<file path="src/rtl/freq_ctrl_pkg.sv">
// Shared types and constants for the frequency-meter measurement sequencer.
package freq_ctrl_pkg;

  localparam int unsigned NUM_DIGITS = 5;
  localparam int unsigned BCD_MAX    = 9;

  typedef logic [3:0] bcd_t;
  typedef bcd_t [NUM_DIGITS-1:0] bcd_vec_t;

  typedef enum logic [2:0] {
    IDLE,
    CLR,
    GATE,
    LATCH,
    HOLD
  } state_t;

  // True when every digit shows the largest BCD value (count is 99999).
  function automatic logic all_max(input bcd_vec_t v);
    logic r;
    r = 1'b1;
    for (int unsigned i = 0; i < NUM_DIGITS; i++) begin
      if (v[i] != bcd_t'(BCD_MAX)) r = 1'b0;
    end
    return r;
  endfunction

endpackage

</file>
<file path="src/rtl/freq_meter_ctrl_gate_timer.sv">
// Loadable down-counter shared by the gate window and the display hold.
module gate_timer #(
  parameter int unsigned WIDTH = 8
) (
  input  logic             clk,
  input  logic             reset,
  input  logic             load,
  input  logic [WIDTH-1:0] load_val,
  input  logic             dec,
  output logic             zero
);

  logic [WIDTH-1:0] cnt;

  always_ff @(posedge clk) begin
    if (reset) begin
      cnt <= '0;
    end else if (load) begin
      cnt <= load_val;
    end else if (dec && (cnt != '0)) begin
      cnt <= cnt - 1'b1;
    end
  end

  assign zero = (cnt == '0);

endmodule

</file>
<file path="src/rtl/freq_meter_ctrl.sv">
// Measurement sequencer: clear counter, open a fixed gate window, latch the
// BCD result with overflow flag, hold, then idle or repeat.
module freq_meter_ctrl
  import freq_ctrl_pkg::*;
#(
  parameter int unsigned GATE_CYCLES = 50_000_000,
  parameter int unsigned HOLD_CYCLES = 25_000_000
) (
  input  logic       clk,
  input  logic       reset,
  input  logic       start,
  input  logic       stop,
  input  logic       cont,
  input  logic [3:0] cnt_num1,
  input  logic [3:0] cnt_num2,
  input  logic [3:0] cnt_num3,
  input  logic [3:0] cnt_num4,
  input  logic [3:0] cnt_num5,
  output logic       cnt_clr,
  output logic       cnt_en,
  output logic [3:0] res_num1,
  output logic [3:0] res_num2,
  output logic [3:0] res_num3,
  output logic [3:0] res_num4,
  output logic [3:0] res_num5,
  output logic       ovf,
  output logic       done,
  output logic       busy
);

  localparam int unsigned TMAX = (GATE_CYCLES > HOLD_CYCLES) ? GATE_CYCLES : HOLD_CYCLES;
  localparam int unsigned TW   = (TMAX > 1) ? $clog2(TMAX) : 1;

  state_t          state_q, state_d;
  logic            t_load, t_dec, t_zero, latch;
  logic [TW-1:0]   t_val;
  logic            ovf_pend;
  bcd_vec_t        cnt_vec;

  assign cnt_vec = {cnt_num5, cnt_num4, cnt_num3, cnt_num2, cnt_num1};

  gate_timer #(.WIDTH(TW)) u_timer (
    .clk      (clk),
    .reset    (reset),
    .load     (t_load),
    .load_val (t_val),
    .dec      (t_dec),
    .zero     (t_zero)
  );

  always_comb begin
    state_d = state_q;
    t_load  = 1'b0;
    t_val   = '0;
    t_dec   = 1'b0;
    latch   = 1'b0;
    case (state_q)
      IDLE:  if (start) state_d = CLR;
      CLR: begin
        t_load  = 1'b1;
        t_val   = TW'(GATE_CYCLES - 32'd1);
        state_d = GATE;
      end
      GATE: begin
        if (t_zero) state_d = LATCH;
        else        t_dec   = 1'b1;
      end
      LATCH: begin
        t_load  = 1'b1;
        t_val   = TW'(HOLD_CYCLES - 32'd1);
        latch   = 1'b1;
        state_d = HOLD;
      end
      HOLD: begin
        if (t_zero) state_d = cont ? CLR : IDLE;
        else        t_dec   = 1'b1;
      end
      default: state_d = IDLE;
    endcase
    // stop overrides everything, including a pending latch and a start in IDLE
    if (stop) begin
      state_d = IDLE;
      t_load  = 1'b0;
      t_dec   = 1'b0;
      latch   = 1'b0;
    end
  end

  always_ff @(posedge clk) begin
    if (reset) begin
      state_q  <= IDLE;
      ovf_pend <= 1'b0;
      cnt_clr  <= 1'b0;
      cnt_en   <= 1'b0;
      busy     <= 1'b0;
      done     <= 1'b0;
      ovf      <= 1'b0;
      res_num1 <= '0;
      res_num2 <= '0;
      res_num3 <= '0;
      res_num4 <= '0;
      res_num5 <= '0;
    end else begin
      state_q <= state_d;
      cnt_clr <= (state_d == CLR);
      cnt_en  <= (state_d == GATE);
      busy    <= (state_d != IDLE);
      done    <= latch;
      if (state_q == CLR) begin
        ovf_pend <= 1'b0;
      end else if ((state_q == GATE) && all_max(cnt_vec)) begin
        ovf_pend <= 1'b1;
      end
      if (latch) begin
        res_num1 <= cnt_num1;
        res_num2 <= cnt_num2;
        res_num3 <= cnt_num3;
        res_num4 <= cnt_num4;
        res_num5 <= cnt_num5;
        ovf      <= ovf_pend;
      end
    end
  end

endmodule

</file>
<file path="config.mk">
export PLATFORM = sky130hd
export DESIGN_NAME = freq_meter_ctrl
export DESIGN_NICKNAME = d
export VERILOG_FILES = /design/src/rtl/freq_ctrl_pkg.sv /design/src/rtl/freq_meter_ctrl_gate_timer.sv /design/src/rtl/freq_meter_ctrl.sv
export SDC_FILE = /design/constraint.sdc
export NUM_CORES = 1
export LEC_CHECK = 0
export CAP_MARGIN = 20
export CORE_MARGIN = 1
export CORE_UTILIZATION = 55
export CTS_CLUSTER_DIAMETER = 80
export DETAILED_ROUTE_END_ITERATION = 8
export HOLD_SLACK_MARGIN = 0.15
export PLACE_DENSITY = 0.84
export SLEW_MARGIN = 15
export SYNTH_ARGS = -nofsm -noshare
export SYNTH_HDL_FRONTEND = slang
export SYNTH_SLANG_ARGS = --single-unit
</file>
<file path="constraint.sdc">
create_clock -name clk -period 3.95 [get_ports clk]
set_clock_uncertainty 0.15 [all_clocks]
set_input_delay 1.185 -clock clk [delete_from_list [all_inputs] [get_ports clk]]
set_output_delay 1.185 -clock clk [all_outputs]
set_load 0.01 [all_outputs]
</file>
# After elaboration in Yosys (flattened, before gate mapping)
# Index checks and enable logic that the tools add are counted.
[classes]
div_mod_pow = 0
magnitude_cmp = 0
add_sub_neg = 1
muxes = 23
bitwise = 0
n_eq_ne = 11
mul = 0
n_reduce_logical = 10
n_shift = 0
[ops]
columns = ["op", "count"]
rows = [
  ["two-way mux 26 bit", 2],
  ["case mux 26 bit (2 select lines)", 1],
  ["logical NOT 26 bit", 1],
  ["nonzero test 26 bit", 1],
  ["subtractor 26 x 1 -> 26 bit (second input constant)", 1],
  ["!= test 4 bit (second input constant)", 5],
  ["two-way mux 1 bit", 15],
  ["case mux 3 bit (5 select lines)", 1],
  ["two-way mux 3 bit", 4],
  ["equality test 3 x 2 -> 1 bit (second input constant)", 3],
  ["equality test 3 x 1 -> 1 bit (second input constant)", 2],
  ["OR reduction 2 bit", 3],
  ["equality test 3 bit (second input constant)", 1],
  ["logical NOT 3 bit", 1],
  ["nonzero test 3 bit", 1],
  ["logical AND 1 bit", 2],
  ["nonzero test 2 bit", 1],
]
[word_totals]
memories = 0
input_bits = 25
latchBits = 0
regBits = 55
rom_bits = 0
ramBits = 0

# Logic depth before layout (Yosys ltp)
[logic_depth]
word_depth = 9
depth_mapped = 8

# By module
# From an unflattened synthesis, not the netlist that was laid out.
[hier_totals]
hier_cells = 341
hier_area_um2 = 2806.4
[by_module_without_submodules]
columns = ["module", "cells_per_inst", "instances", "area_each_um2"]
rows = [
  ["gate_timer", 201, 1, 1654.1],
  ["freq_meter_ctrl", 140, 1, 1152.4],
]

# Worst setup path before layout
# Ideal clock, no wire load.
[synth_path]
path_kind = "input-to-reg"
start = "in stop"
end = "reg u_timer.cnt[9]"
setup_slack_ps = 1246
t_required_ps = 3730
stages = 6
arrival_ps = 2484
setup_ps = 70
n_path_buf = 1
path_cell_list = "clkbuf_1 > nor2_1 > nand4_1 > or3_1 > or3_1 > a21oi_1"
[synth_between]
elab_chain_cells = 3
elab_cells_between_ends = 5
cone_classes = "3 x mux; 2 x reduce/logical"
[synth_rtl]
columns = ["element", "line_no", "text"]
rows = [
  ["start: declaration", "freq_meter_ctrl.sv:12", "input logic stop,"],
  ["two-way mux 1 bit", "freq_meter_ctrl.sv:81", "if (stop) begin"],
  ["logical AND 1 bit", "freq_meter_ctrl_gate_timer.sv:20", "end else if (dec && (cnt != '0)) begin"],
  ["nonzero test 2 bit (no line)", "--", ""],
  ["end signal: assignment", "freq_meter_ctrl_gate_timer.sv:19", "cnt <= load_val;"],
  ["end signal: assignment", "freq_meter_ctrl_gate_timer.sv:21", "cnt <= cnt - 1'b1;"],
  ["end: declaration", "freq_meter_ctrl_gate_timer.sv:13", "logic [WIDTH-1:0] cnt;"],
]
# Parallel ways exist; a longest one is shown, timed or not.
# A chain may end at the register's enable or synchronous reset.

# Worst setup path in the final report
# Same ends and word-level chain as after synthesis.

==> impl_metrics.env <==
export IMPL_rows=24
export IMPL_synth_avg_cell_area_um2=7.972
export IMPL_async_reset_ff_share_pct=0
export IMPL_fin_ws_ps=866.6
export IMPL_crit_arrival_ps=3180
export IMPL_io_buffer_count=49
export IMPL_die_x_um=70.74
export IMPL_post_drt_via_cell_ratio=6.257
export IMPL_post_cts_buffers=0
export IMPL_place_hpwl_um=4739
export IMPL_wl_per_cell_um=16.03
export IMPL_yosysSeqAreaShare_pct=42.37
export IMPL_routed_wl_um=6732
export IMPL_syn_inst=326
export IMPL_synth_warnings=0
export IMPL_power_mw=1.175
export IMPL_pwr_density_cell_nw_per_um2=364.2
export IMPL_fp_coreArea_um2=4444
export IMPL_status="complete, but fails checks"
export IMPL_fin_crit_ps=3083
export IMPL_clk_pin_slew_ps=100
export IMPL_min_period_over_period_pct=78.06
export IMPL_synth_cell_types=44
export IMPL_vdd_drop_max_mv=0.2206
export IMPL_startpoint_type="primary input"
export IMPL_area_growth_pct=24.12
export IMPL_overflow=0
export IMPL_netlist_area_um2=2599
export IMPL_num_vias=2628
export IMPL_grt_pass1_wl_um=10880
export IMPL_ys_flop_type="dfxtp_1"
export IMPL_hold_viol_final=0
export IMPL_maxCapViolCount=0
export IMPL_worstSetupPathType="in -> reg"
export IMPL_cts_tree="yes"
export IMPL_h_tree_depth=2
export IMPL_dp_slack_ps=626.4
export IMPL_clk_path_buf_depth=2
export IMPL_io_pins=50
export IMPL_grtUsageTotal_pct=27.54
export IMPL_initial_utilization_pct=58.47
export IMPL_die_h_um=70.74
export IMPL_holdCritPathClass="reg -> reg"
export IMPL_numCtsBuffers=5
export IMPL_worstMarginPinSlew_ps=728.3
export IMPL_dieArea_um2=5004
export IMPL_rsz0062_at_grt="no"
export IMPL_antenna_left=0
export IMPL_max_slew_margin_pct=51.45
export IMPL_final_core_util_pct=72.58
export IMPL_root_buffer="clkbuf_8"
export IMPL_max_freq_mhz=324.3
export IMPL_grt_max_degree=23
export IMPL_cts_hold_buf=0
export IMPL_finalSetupViolCount=0
export IMPL_p_leak_nw=1.122
export IMPL_firstDrtPassIters=7
export IMPL_drc=10
export IMPL_clk_latency_ps=310
export IMPL_crit_path_end_kind="flop"
export IMPL_synth_edf_count=0
export IMPL_required_ps=4050
export IMPL_synth_seq_cells=55
export IMPL_nets=394
export IMPL_cts_sinks=55
export IMPL_timing_setup_tns_ps=0
export IMPL_drv_slew=0
export IMPL_diodes=0
export IMPL_grt_pass1_vias=2227
export IMPL_cts_resized=0
export IMPL_gp_congestion=0.8736
export IMPL_dr_first_iter_drc_count=266
export IMPL_violations="design-rule violations"
export IMPL_antenna_found_initial=0
export IMPL_drive_gt1_share_pct=5.435
export IMPL_worst_path_max_fanout=8
export IMPL_syn_num_nets=353
==> placed cells by master (no fill, tap or decap), types with 2 or more instances in the layout <==
cell type / instances
clkbuf_8: 6
nand3_1: 6
or4_1: 10
nor2_1: 22
nand2b_1: 6
dfxtp_1: 55
a311oi_1: 3
o211ai_1: 5
a2111oi_0: 2
buf_4: 5
nor4_1: 14
nor4b_1: 2
a211oi_1: 6
a21oi_1: 36
and2_1: 2
or3_1: 9
nand2_1: 55
nor3_1: 12
nand4_1: 8
or2_2: 4
clkdlybuf4s50_1: 49
a31oi_1: 6
and3_1: 2
nor3b_1: 3
ha_1: 2
o21ai_0: 7
o31ai_1: 3
xnor2_1: 6
inv_1: 3
xor2_1: 3
==> per-layer routing <==
layer / routed length [um] / track usage, % / vias up
met1: 2988 / 37.12 / 1221
met2: 3111 / 44.66 / 115
met4: 114 / 7.111 / 0
li1: - / - / 1277
met5: 0 / 0 / -
met3: 517 / 6.553 / 15
==> cells in the mapped netlist (2+ instances only) <==
master,count,share of area (%)
dfxtp_1,55,42
or2_2,4,0.96
a21oi_1,36,6.9
nor2_1,22,3.2
ha_1,2,0.96
o211ai_1,5,1.4
clkbuf_1,18,2.6
a2111oi_0,2,0.67
or4_1,10,2.9
nor3b_1,3,0.87
nand3_1,6,1.2
o31ai_1,3,0.87
a31oi_1,6,1.4
xor2_1,3,1.0
and3_1,2,0.48
nand2b_1,6,1.4
o21ai_0,7,1.3
inv_1,3,0.43
a211oi_1,6,1.7
nor4_1,14,3.4
or3_1,9,2.2
nor4b_1,2,0.67
nand2_1,55,7.9
nor3_1,12,2.3
xnor2_1,6,2.0
nand4_1,8,1.9
and2_1,2,0.48
a311oi_1,3,1.0
==> state kept, by name (all words and copies together), names as in the netlist <==
name / flops
u_timer.cnt: 26
res_num1: 4
res_num2: 4
res_num3: 4
res_num4: 4
res_num5: 4
state_q: 3
busy: 1
cnt_clr: 1
cnt_en: 1
done: 1
ovf: 1
ovf_pend: 1
==> final timing paths <==
check,from,to,slack [ps],cells past startpoint
hold / removal,res_num2[0],res_num2[0],310,2
setup reg to reg,u_timer.cnt[0],u_timer.cnt[18],1200,7
setup / recovery,stop,u_timer.cnt[9],870,6
hold reg to reg,res_num2[0],res_num2[0],310,2
==> critical path, cell delays in order <==
cell             delay (ps)
clkdlybuf4s50_1         530
nor2_1                  280
nand4_1                 330
or3_1                   420
or3_1                   310
a21oi_1                 130
==> kinds of logic after synthesis <==
family / after synthesis / synth area share, %
AND/OR/NAND/NOR: 162 / 32.26
XOR/XNOR: 9 / 3.033
buffers and inverters: 23 / 3.659
AO/OA/AOI/OAI: 74 / 17.33
flip-flops: 55 / 42.37
multiplexers: 1 / 0.3852
adder cells (fa/ha/maj): 2 / 0.9628
==> report_power, final <==
part           leakage, nW  internal (mW)  switching (mW)  total, mW
Sequential           0.445          0.567          0.0157      0.583
Combinational        0.616         0.0823           0.122      0.204
Clock               0.0612          0.205           0.182      0.387
Total                 1.12          0.855           0.320       1.17
==> final cells by class <==
class | count | area [um2]
clock buffer | 6 | 82.58
clock inverter | 2 | 35.03
fill | 352 | 1219
inverter | 3 | 11.26
multi-input combinational | 248 | 1403
sequential | 55 | 1101
tap | 52 | 65.06
timing repair buffer | 54 | 528.0
==> metrics by stage <==
stage / instance area, um2 / std cells / hold WS [ps]
finish: 3226 / 420 / 306.9
CTS: 3226 / 420 / 311.6
global placement: 3108 / 412 / 292.0
floorplan: 2599 / 326 / 281.6
detailed placement: 3108 / 412 / 298.1
global route: 3226 / 420 / 332.4
Note: power is estimated with default switching activity, not from simulation.
